## config.mk

```make
export PLATFORM = sky130hd
export DESIGN_NAME = spi_target
export DESIGN_NICKNAME = d
export VERILOG_FILES = /design/src/rtl/spi_target_pkg.sv /design/src/rtl/spi_target_sync.sv /design/src/rtl/spi_target.sv
export SDC_FILE = /design/constraint.sdc
export NUM_CORES = 1
export LEC_CHECK = 0
export BUFFER_PORTS_ARGS = -buffer_cell sky130_fd_sc_hd__buf_2
export CAP_MARGIN = 40
export CORE_MARGIN = 3
export CORE_UTILIZATION = 50
export DETAILED_ROUTE_END_ITERATION = 7
export PLACE_DENSITY = 0.71
export SLEW_MARGIN = 10
export SYNTH_ARGS = -nofsm -noshare
export SYNTH_HDL_FRONTEND = slang
export SYNTH_SLANG_ARGS = --single-unit
```

## constraint.sdc

```tcl
create_clock -name CLK -period 1.8 [get_ports CLK]
set_clock_uncertainty 0.05 [all_clocks]
set_input_delay 0.18 -clock CLK [delete_from_list [all_inputs] [get_ports CLK]]
set_output_delay 0.18 -clock CLK [all_outputs]
set_load 0.1 [all_outputs]
```

## src/rtl/spi_target_pkg.sv

```systemverilog
// spi_target_pkg -- shared constants for the SPI target block.
//   FILL_BYTE     : byte shifted out when no TX data is queued
//   TXFIFO_DEPTH  : TX FIFO depth (SPI_TARGET_TXFIFO_EN builds only)
//   CNT_W         : bit counter width (8 bits per byte)
//   SYNC_DEPTH    : number of synchronizer flops ahead of edge detect
//   ST_IDLE/ACTIVE: frame state encoding
package spi_target_pkg;

    localparam logic [7:0] FILL_BYTE    = 8'hFF;
    localparam int         TXFIFO_DEPTH = 4;
    localparam int         TXPTR_W      = $clog2(TXFIFO_DEPTH);
    localparam int         CNT_W        = 3;
    localparam int         SYNC_DEPTH   = 2;

    localparam logic [0:0] ST_IDLE   = 1'b0;
    localparam logic [0:0] ST_ACTIVE = 1'b1;

    // MSB-first receive: new bit enters at the LSB.
    function automatic logic [7:0] shift_in(input logic [7:0] r, input logic b);
        return {r[6:0], b};
    endfunction

endpackage

```

## src/rtl/spi_target_sync.sv

```systemverilog
// spi_target_sync -- SYNC_DEPTH-flop synchronizer plus one history flop for
// edge detection on the synchronized value.
//   clk, rst : system clock, async active-high reset
//   d        : asynchronous input
//   q        : synchronized level
//   rise/fall: one-cycle pulses on synchronized edges
// RST_VAL sets the reset level of every flop so an idle line produces no
// spurious edge coming out of reset.
module spi_target_sync
    import spi_target_pkg::*;
#(
    parameter logic RST_VAL = 1'b0
)
(
    input  logic clk,
    input  logic rst,
    input  logic d,
    output logic q,
    output logic rise,
    output logic fall
);

    logic [SYNC_DEPTH:0] pipe;

    always_ff @(posedge clk or posedge rst) begin
        if (rst) pipe <= {(SYNC_DEPTH + 1){RST_VAL}};
        else     pipe <= {pipe[SYNC_DEPTH-1:0], d};
    end

    assign q    = pipe[SYNC_DEPTH-1];
    assign rise =  pipe[SYNC_DEPTH-1] & ~pipe[SYNC_DEPTH];
    assign fall = ~pipe[SYNC_DEPTH-1] &  pipe[SYNC_DEPTH];

endmodule

```

## src/rtl/spi_target.sv

```systemverilog
// spi_target -- SPI mode-0 target (CPOL=0, CPHA=0), oversampled by CLK.
//   CLK, RST            : system clock (>= 4x SCK), async active-high reset
//   SCK, MOSI, nSS      : SPI bus inputs (asynchronous to CLK)
//   MISO, MISO_OE       : serial out, output enable (high while selected)
//   RXDATA/RXVALID/RXREADY : received byte, valid/ready handshake
//   TXDATA/TXVALID/TXREADY : byte to transmit, valid/ready handshake
//   RXOVF, TXUNDER, ABORT  : one-CLK status pulses
// Build option: define SPI_TARGET_TXFIFO_EN for a 4-entry TX FIFO; otherwise
// TX storage is a single holding register.
module spi_target
    import spi_target_pkg::*;
(
    input  logic       CLK,
    input  logic       RST,
    input  logic       SCK,
    input  logic       MOSI,
    input  logic       nSS,
    output logic       MISO,
    output logic       MISO_OE,
    output logic [7:0] RXDATA,
    output logic       RXVALID,
    input  logic       RXREADY,
    input  logic [7:0] TXDATA,
    input  logic       TXVALID,
    output logic       TXREADY,
    output logic       RXOVF,
    output logic       TXUNDER,
    output logic       ABORT
);

    localparam logic [CNT_W-1:0] CNT_LAST = '1;

    logic sck_s, sck_rise, sck_fall;
    logic mosi_s, mosi_rise_unused, mosi_fall_unused;
    logic nss_s, nss_rise, nss_fall;

    spi_target_sync #(.RST_VAL(1'b0)) u_sync_sck (
        .clk(CLK), .rst(RST), .d(SCK), .q(sck_s), .rise(sck_rise), .fall(sck_fall)
    );
    spi_target_sync #(.RST_VAL(1'b0)) u_sync_mosi (
        .clk(CLK), .rst(RST), .d(MOSI), .q(mosi_s),
        .rise(mosi_rise_unused), .fall(mosi_fall_unused)
    );
    spi_target_sync #(.RST_VAL(1'b1)) u_sync_nss (
        .clk(CLK), .rst(RST), .d(nSS), .q(nss_s), .rise(nss_rise), .fall(nss_fall)
    );

    logic [0:0]       state;
    logic [CNT_W-1:0] cnt;
    logic [7:0]       rx_shift;
    logic [7:0]       tx_shift;
    logic             reload_pend;   // last rise completed a byte; next fall reloads

    logic       tx_avail;
    logic [7:0] tx_head;
    logic       load, pop, wr;
    logic [7:0] load_byte;
    logic       byte_done, rx_take;
    logic       in_frame;

    // Deselect wins over a coincident SCK edge so a closing frame never
    // shifts, loads or completes a byte.
    assign in_frame  = (state == ST_ACTIVE) && !nss_rise;
    assign load      = ((state == ST_IDLE) && nss_fall) ||
                       (in_frame && sck_fall && reload_pend);
    assign pop       = load && tx_avail;
    assign load_byte = tx_avail ? tx_head : FILL_BYTE;
    assign wr        = TXVALID && TXREADY;
    assign byte_done = in_frame && sck_rise && (cnt == CNT_LAST);
    assign rx_take   = RXVALID && RXREADY;

    assign MISO    = (state == ST_ACTIVE) ? tx_shift[7] : 1'b1;
    assign MISO_OE = ~nss_s;

    always_ff @(posedge CLK or posedge RST) begin
        if (RST) begin
            state       <= ST_IDLE;
            cnt         <= '0;
            rx_shift    <= '0;
            tx_shift    <= '0;
            reload_pend <= 1'b0;
            RXDATA      <= '0;
            RXVALID     <= 1'b0;
            RXOVF       <= 1'b0;
            TXUNDER     <= 1'b0;
            ABORT       <= 1'b0;
        end else begin
            RXOVF   <= 1'b0;
            ABORT   <= 1'b0;
            TXUNDER <= load && !tx_avail;

            if (state == ST_IDLE) begin
                if (nss_fall) begin
                    state       <= ST_ACTIVE;
                    cnt         <= '0;
                    rx_shift    <= '0;
                    reload_pend <= 1'b0;
                    tx_shift    <= load_byte;
                end
            end else if (nss_rise) begin
                state       <= ST_IDLE;
                ABORT       <= (cnt != '0);
                cnt         <= '0;
                rx_shift    <= '0;
                reload_pend <= 1'b0;
            end else begin
                if (sck_rise) begin
                    rx_shift    <= shift_in(rx_shift, mosi_s);
                    cnt         <= cnt + 1'b1;
                    reload_pend <= (cnt == CNT_LAST);
                end
                if (sck_fall) begin
                    tx_shift    <= reload_pend ? load_byte : {tx_shift[6:0], 1'b0};
                    reload_pend <= 1'b0;
                end
            end

            // A completion in the same cycle the consumer takes the old
            // byte is accepted, not an overflow.
            if (byte_done && (!RXVALID || rx_take)) begin
                RXDATA  <= shift_in(rx_shift, mosi_s);
                RXVALID <= 1'b1;
            end else begin
                if (rx_take)   RXVALID <= 1'b0;
                if (byte_done) RXOVF   <= 1'b1;
            end
        end
    end

`ifdef SPI_TARGET_TXFIFO_EN
    localparam logic [TXPTR_W:0] FIFO_FULL = (TXPTR_W + 1)'(TXFIFO_DEPTH);

    logic [7:0]         fifo_mem [TXFIFO_DEPTH];
    logic [TXPTR_W-1:0] wptr, rptr;
    logic [TXPTR_W:0]   fcnt;

    assign tx_avail = (fcnt != '0);
    assign tx_head  = fifo_mem[rptr];
    assign TXREADY  = (fcnt != FIFO_FULL);

    always_ff @(posedge CLK) begin
        if (wr) fifo_mem[wptr] <= TXDATA;
    end

    always_ff @(posedge CLK or posedge RST) begin
        if (RST) begin
            wptr <= '0;
            rptr <= '0;
            fcnt <= '0;
        end else begin
            if (wr)  wptr <= wptr + 1'b1;
            if (pop) rptr <= rptr + 1'b1;
            case ({wr, pop})
                2'b10:   fcnt <= fcnt + 1'b1;
                2'b01:   fcnt <= fcnt - 1'b1;
                default: ;
            endcase
        end
    end
`else
    logic [7:0] hold;
    logic       full;

    assign tx_avail = full;
    assign tx_head  = hold;
    assign TXREADY  = ~full;

    // wr needs !full and pop needs full, so they never coincide here.
    always_ff @(posedge CLK or posedge RST) begin
        if (RST) begin
            hold <= '0;
            full <= 1'b0;
        end else if (wr) begin
            hold <= TXDATA;
            full <= 1'b1;
        end else if (pop) begin
            full <= 1'b0;
        end
    end
`endif

endmodule
```

### Yosys cells after proc, flatten, opt, wreduce, memory -nomap -nowiden

Index checks and enable logic that the tools add are counted.

* register bits after elaboration: 49
* input bits: 15
* output and inout port bits: 15
* logic and storage cells: 85

* add/sub/neg operators: 1
* equal/unequal tests: 5
* mux-type cells: 31
* bitwise operators: 10
* reductions and logical operators: 23

Operator list (number)
* two-way mux 8 bit: 6
* two-way mux 7 bit: 4
* two-way mux 1 bit: 17
* two-way mux 3 bit: 4
* logical AND 1 bit: 11
* inverter 1 bit: 6
* nonzero test 2 bit: 3
* AND 1 bit: 4
* inequality test 2 bit (second input constant): 2
* inequality test 4 bit (second input constant): 1
* AND reduction 2 bit: 2
* adder 3 x 1 -> 3 bit (second input constant): 1
* equality test 3 bit (second input constant): 1
* zero test 1 bit: 3
* inequality test 3 bit (second input constant): 1
* AND reduction 3 bit: 1
* nonzero test 3 bit: 1
* logical OR 1 bit: 2

### Logic depth before layout (Yosys ltp)

* depth in word-level cells: 10
* mapped depth: 5
* mapped depth without buffers: 5

### By module

Synthesis repeated with hierarchy kept, for this count alone.

* cells, all modules: 147
* area, all modules: 2149.6 µm²

By module, submodules not included
* spi_target: instances 1, cells an instance 129, area an instance 1864.3 µm², sequential area each 1026.0 µm²
* spi_target_sync (u_sync_mosi ...): instances 2, cells an instance 6, area an instance 93.8 µm², sequential area each 75.1 µm²
* spi_target_sync (u_sync_nss): instances 1, cells an instance 6, area an instance 97.6 µm², sequential area each 78.8 µm²

### Worst setup path after synthesis

No wires, ideal clock.

* path kind: reg2reg
* start point: register RXVALID
* end point: register RXDATA[0]
* data arrival time: 1689 ps
* data required time: 1624 ps
* setup slack: -65 ps
* cell stages (with the launch flop): 4
* buffers on the path: 0
* cell sequence: dfrtp_1 > nand2b_1 > nand4_2 > mux2_2

* word-level cells in the longest chain between the ends: 3
* elaborated cells between the ends (all ways): 4
* those cells by class: reduce/logical: 4

Ends and longest elaborated chain
* start, declared: RTL line spi_target.sv:21 `output logic RXVALID,`
* start signal, assigned: RTL line spi_target.sv:83 `RXVALID <= 1'b0;`
* start signal, assigned: RTL line spi_target.sv:122 `RXVALID <= 1'b1;`
* start signal, assigned: RTL line spi_target.sv:124 `if (rx_take) RXVALID <= 1'b0;`
* zero test 1 bit / logical AND 1 bit (equally long branches): RTL line spi_target.sv:120, spi_target.sv:70
* logical OR 1 bit *: RTL line spi_target.sv:120 `if (byte_done && (!RXVALID || rx_take)) begin`
* logical AND 1 bit *: RTL line spi_target.sv:120
* end signal, assigned: RTL line spi_target.sv:121 `RXDATA <= shift_in(rx_shift, mosi_s);`
* end, declared: RTL line spi_target.sv:20 `output logic [7:0] RXDATA,`

Every way passes the cells marked *; elsewhere a longest branch is shown, timed or not.
A chain may end at the register's enable or synchronous reset.

### Worst setup path in the final report

* start point: register state
* end point: output port MISO

* word-level cells in the longest chain between the ends: 1

Ends and longest elaborated chain
* start, declared: RTL line spi_target.sv:48 `logic [0:0] state;`
* start signal, assigned: RTL line spi_target.sv:77 `state <= ST_IDLE;`
* start signal, assigned: RTL line spi_target.sv:94 `state <= ST_ACTIVE;`
* start signal, assigned: RTL line spi_target.sv:101 `state <= ST_IDLE;`
* two-way mux 1 bit: RTL line spi_target.sv:72 `assign MISO = (state == ST_ACTIVE) ? tx_shift[7] : 1'b1;`
* end, declared: RTL line spi_target.sv:18 `output logic MISO,`

Every way passes these cells.

==> out/summary.md <==
## Status
* run status: complete, no violations

## Yosys
* simple-gate portion of the synthesized area: 0.0836
* yosys warns: 0
* sequential share of the synthesized area: 0.575
* synthesized-area fraction occupied by ao, oa, aoi and oai cells: 0.0977
* synthesized cell area: 2140 um2
* adder-cell share of the synthesized area: 0.0292
* Distinct cells, synth: 27
* dominant combinational cell family by area after synthesis: multiplexers
* #FFs+latches synth: 49
* syn avg cell area: 12.2 um2
* xor and xnor fraction of the mapped netlist area: 0
* Post-Syn Nets: 195
* post-synthesis cell count: 175
* post-synthesis mux area share: 0.165

## Power
* reported leakage power: 1.24 nW
* maximum ir drop on the vdd rail: 0.637 mV
* Power Density: 1310 nW/um2
* total design power: 3.30 mW

## Worst setup path
* endpoint type of the worst setup path: output port
* number of buffer and inverter stages on the critical path: 3
* endpoint arrival time on the critical path: 1.44 ns
* crit-path most repeated cell: buf_4
* critical-path maximum fanout: 21
* ordered cell list for the critical path: buf_4, buf_4, nand2_1, buf_4
* highest cell delay on the worst timing path: 0.39 ns
* CP max stage cell: dfrtp_1
* critical path required time: 1.57 ns
* critical path class: reg2out
* startpoint class of the critical path: flop
* Crit path max-delay family: buffers and inverters

## Die
* Total Die Area: 5100 um2
* die span in y: 71.4 um
* Initial Utilization: 0.527
* number of primary I/O pins: 30
* area of the placeable core: 4060 um2
* Rows: 23
* die outline width: 71.4 um

## Clock tree
* total clock buffers created by CTS: 5
* CTS root buffer: clkbuf_8
* insertion delay to the later sink of the worst-skew pair: 0.30 ns
* number of clock sinks: 49
* number of levels the H-tree was split into: 2
* buffer levels on the longest clock path: 2
* clk slew on worst S/H paths: 0.08 ns
* CTS tree: built

## Drt
* WL/cell: 14.9 um
* via count: 1441
* DRC violations left: 0
* vias per inst: 5.44
* residual antenna-violating net count after detailed routing: 0
* final WL: 3.95 mm
* violation count after the first detailed-routing iteration: 81
* Pre-antenna DRT Iters: 4

## Timing
* fin worst setup slack: 0.125 ns
* final critical delay including setup and external delays: 1.67 ns
* RSZ-0062 raised after global routing: false
* hold violation total from the final report: 0
* max_slew headroom: 0.674
* f_max: 597 MHz
* fin crit share: 0.930
* measured slew at the worst slew-check pin: 0.492 ns
* Final TNS setup: 0 ns
* total of endpoints with negative setup slack in the final report: 0
* worst hold slack: 0.0466 ns
* pins over their slew limit: 0

## GRT
* remaining global-route overflow: 0
* pin count of the biggest net entering global routing: 22
* number of antenna violations at the first check in global routing: 0
* number of global-route vias before repair: 1483
* wire length of the first global-routing pass: 6.87 mm
* Overall Global Routing Usage: 0.172

## Layout
* Total Nets Final: 234
* share of final-layout standard cells stronger than drive strength 1: 0.349
* layout-stage area growth over the synthesis result: 17.8%
* fillers: 316
* antenna diode count: 0

## Placed design
* Post-DP HPWL: 2.86 mm
* routability cong.: 0.792
* number of buffer cells added on primary ports: 29
* Setup WS pre-CTS: 0.0534 ns

## Hold path
* hold crit path type: in2reg

## Flow run
* Max Cap Violations: 0

final cells by class:
cell class,count,area (um2),share of cell area
inverters,13,48.8,0.0194
multi-input cells,104,813,0.323
flip-flops and latches,49,1230,0.489
well taps,50,62.6,0.0248
repair buffers,41,248,0.0983
clock inverters,1,30.0,0.0119
clock buffers,7,86.3,0.0343
per-stage QoR:
stage,std cells,area (um2),util
6_report,265,2520,0.621
5_1_grt,265,2520,0.621
4_1_cts,265,2510,0.619
3_5_place_dp,253,2350,0.580
3_3_place_gp,253,2350,0.580
2_1_floorplan,175,2140,-
report_power, final:
group	internal, mW	switching [mW]	total [mW]
clock	0.453	0.348	0.800
sequential	1.36	0.174	1.53
combinational	0.426	0.537	0.963
total	2.24	1.06	3.30
per-layer routing:
layer	vias to the layer above	share of wire	GRT usage
li1	677	-	-
met1	720	0.45	0.222
met2	35	0.49	0.288
met3	9	0.047	0.0379
met4	0	0.018	0.0564
met5	-	0	0
timing repair:
action	in CTS	in global routing
resized for setup	1	2
hold endpoints to repair	15	0
buffers inserted	0	0
hold buffers	4	0
endpoints found under the setup margin	1	5
cell usage in the layout (no fill, tap or decap), drive strengths merged, types with 2 or more instances in the layout:
cell type / n
clkbuf: 7
dlygate4sd3: 4
mux2i: 8
nor2b: 4
a21oi: 11
dfrtp: 46
inv: 13
nor2: 6
nor3b: 2
a211oi: 4
o21ai: 18
nand2: 4
ha: 5
and2: 2
mux2: 23
dfstp: 3
buf: 37
nand2b: 10
worst paths after layout:
kind                                              start                           end  slack, ns  cells past startpoint
max                                     state$_DFF_PP0_                          MISO       0.13                      4
min                                           TXDATA[6]           hold[6]$_DFFE_PP0P_       0.05                      2
max reg2reg                          cnt[0]$_DFFE_PP0P_         RXDATA[0]$_DFFE_PP0P_       0.14                      5
min reg2reg                u_sync_nss.pipe[0]$_DFF_PP1_  u_sync_nss.pipe[1]$_DFF_PP1_       0.31                      0
max in group asynchronous                           RST  u_sync_nss.pipe[0]$_DFF_PP1_       0.76                      4
min in group asynchronous                           RST               state$_DFF_PP0_       0.33                      3
state kept, by name, summed over array words and instances, names as in the netlist:
register and count:
ABORT 1, RXDATA 8, RXOVF 1, RXVALID 1
TXUNDER 1, cnt 3, full 1, hold 8
reload_pend 1, rx_shift 7, state 1, tx_shift 8
u_sync_mosi.pipe 2, u_sync_nss.pipe 3, u_sync_sck.pipe 3
synthesized netlist by cell type:
cell | number | area share
dfrtp_1 | 46 | 0.54
mux2_2 | 19 | 0.10
o21ai_0 | 18 | 0.042
inv_1 | 13 | 0.023
a21oi_1 | 11 | 0.026
nand2b_1 | 10 | 0.029
mux2i_1 | 8 | 0.037
nor2_1 | 6 | 0.011
ha_1 | 5 | 0.029
a211oi_1 | 4 | 0.014
mux2_4 | 4 | 0.028
nand2_1 | 4 | 0.0070
nor2b_1 | 4 | 0.012
buf_2 | 3 | 0.0070
clkbuf_1 | 3 | 0.0053
dfstp_2 | 3 | 0.037
and2_1 | 2 | 0.0058
buf_6 | 2 | 0.011
nor3b_1 | 2 | 0.0070
a21o_1 | 1 | 0.0035
a221oi_1 | 1 | 0.0041
a31o_1 | 1 | 0.0041
a41oi_1 | 1 | 0.0041
buf_4 | 1 | 0.0035
nand3_1 | 1 | 0.0023
nand4_2 | 1 | 0.0058
or3b_2 | 1 | 0.0041
worst register-to-register path, delay by kind of cell, from the launching register on:
kind / cells / cell delay (ns)
fa+ha+maj: 2 / 0.39
flops: 1 / 0.40
mux: 1 / 0.36
simple gates: 2 / 0.35
kinds of logic after synthesis:
family,count (synthesis)
flip-flops,49
AO/OA/AOI/OAI,37
multiplexers,31
AND/OR/NAND/NOR,31
buffers and inverters,22
adder cells (fa/ha/maj),5
Note: power is estimated with default switching activity, not from simulation.
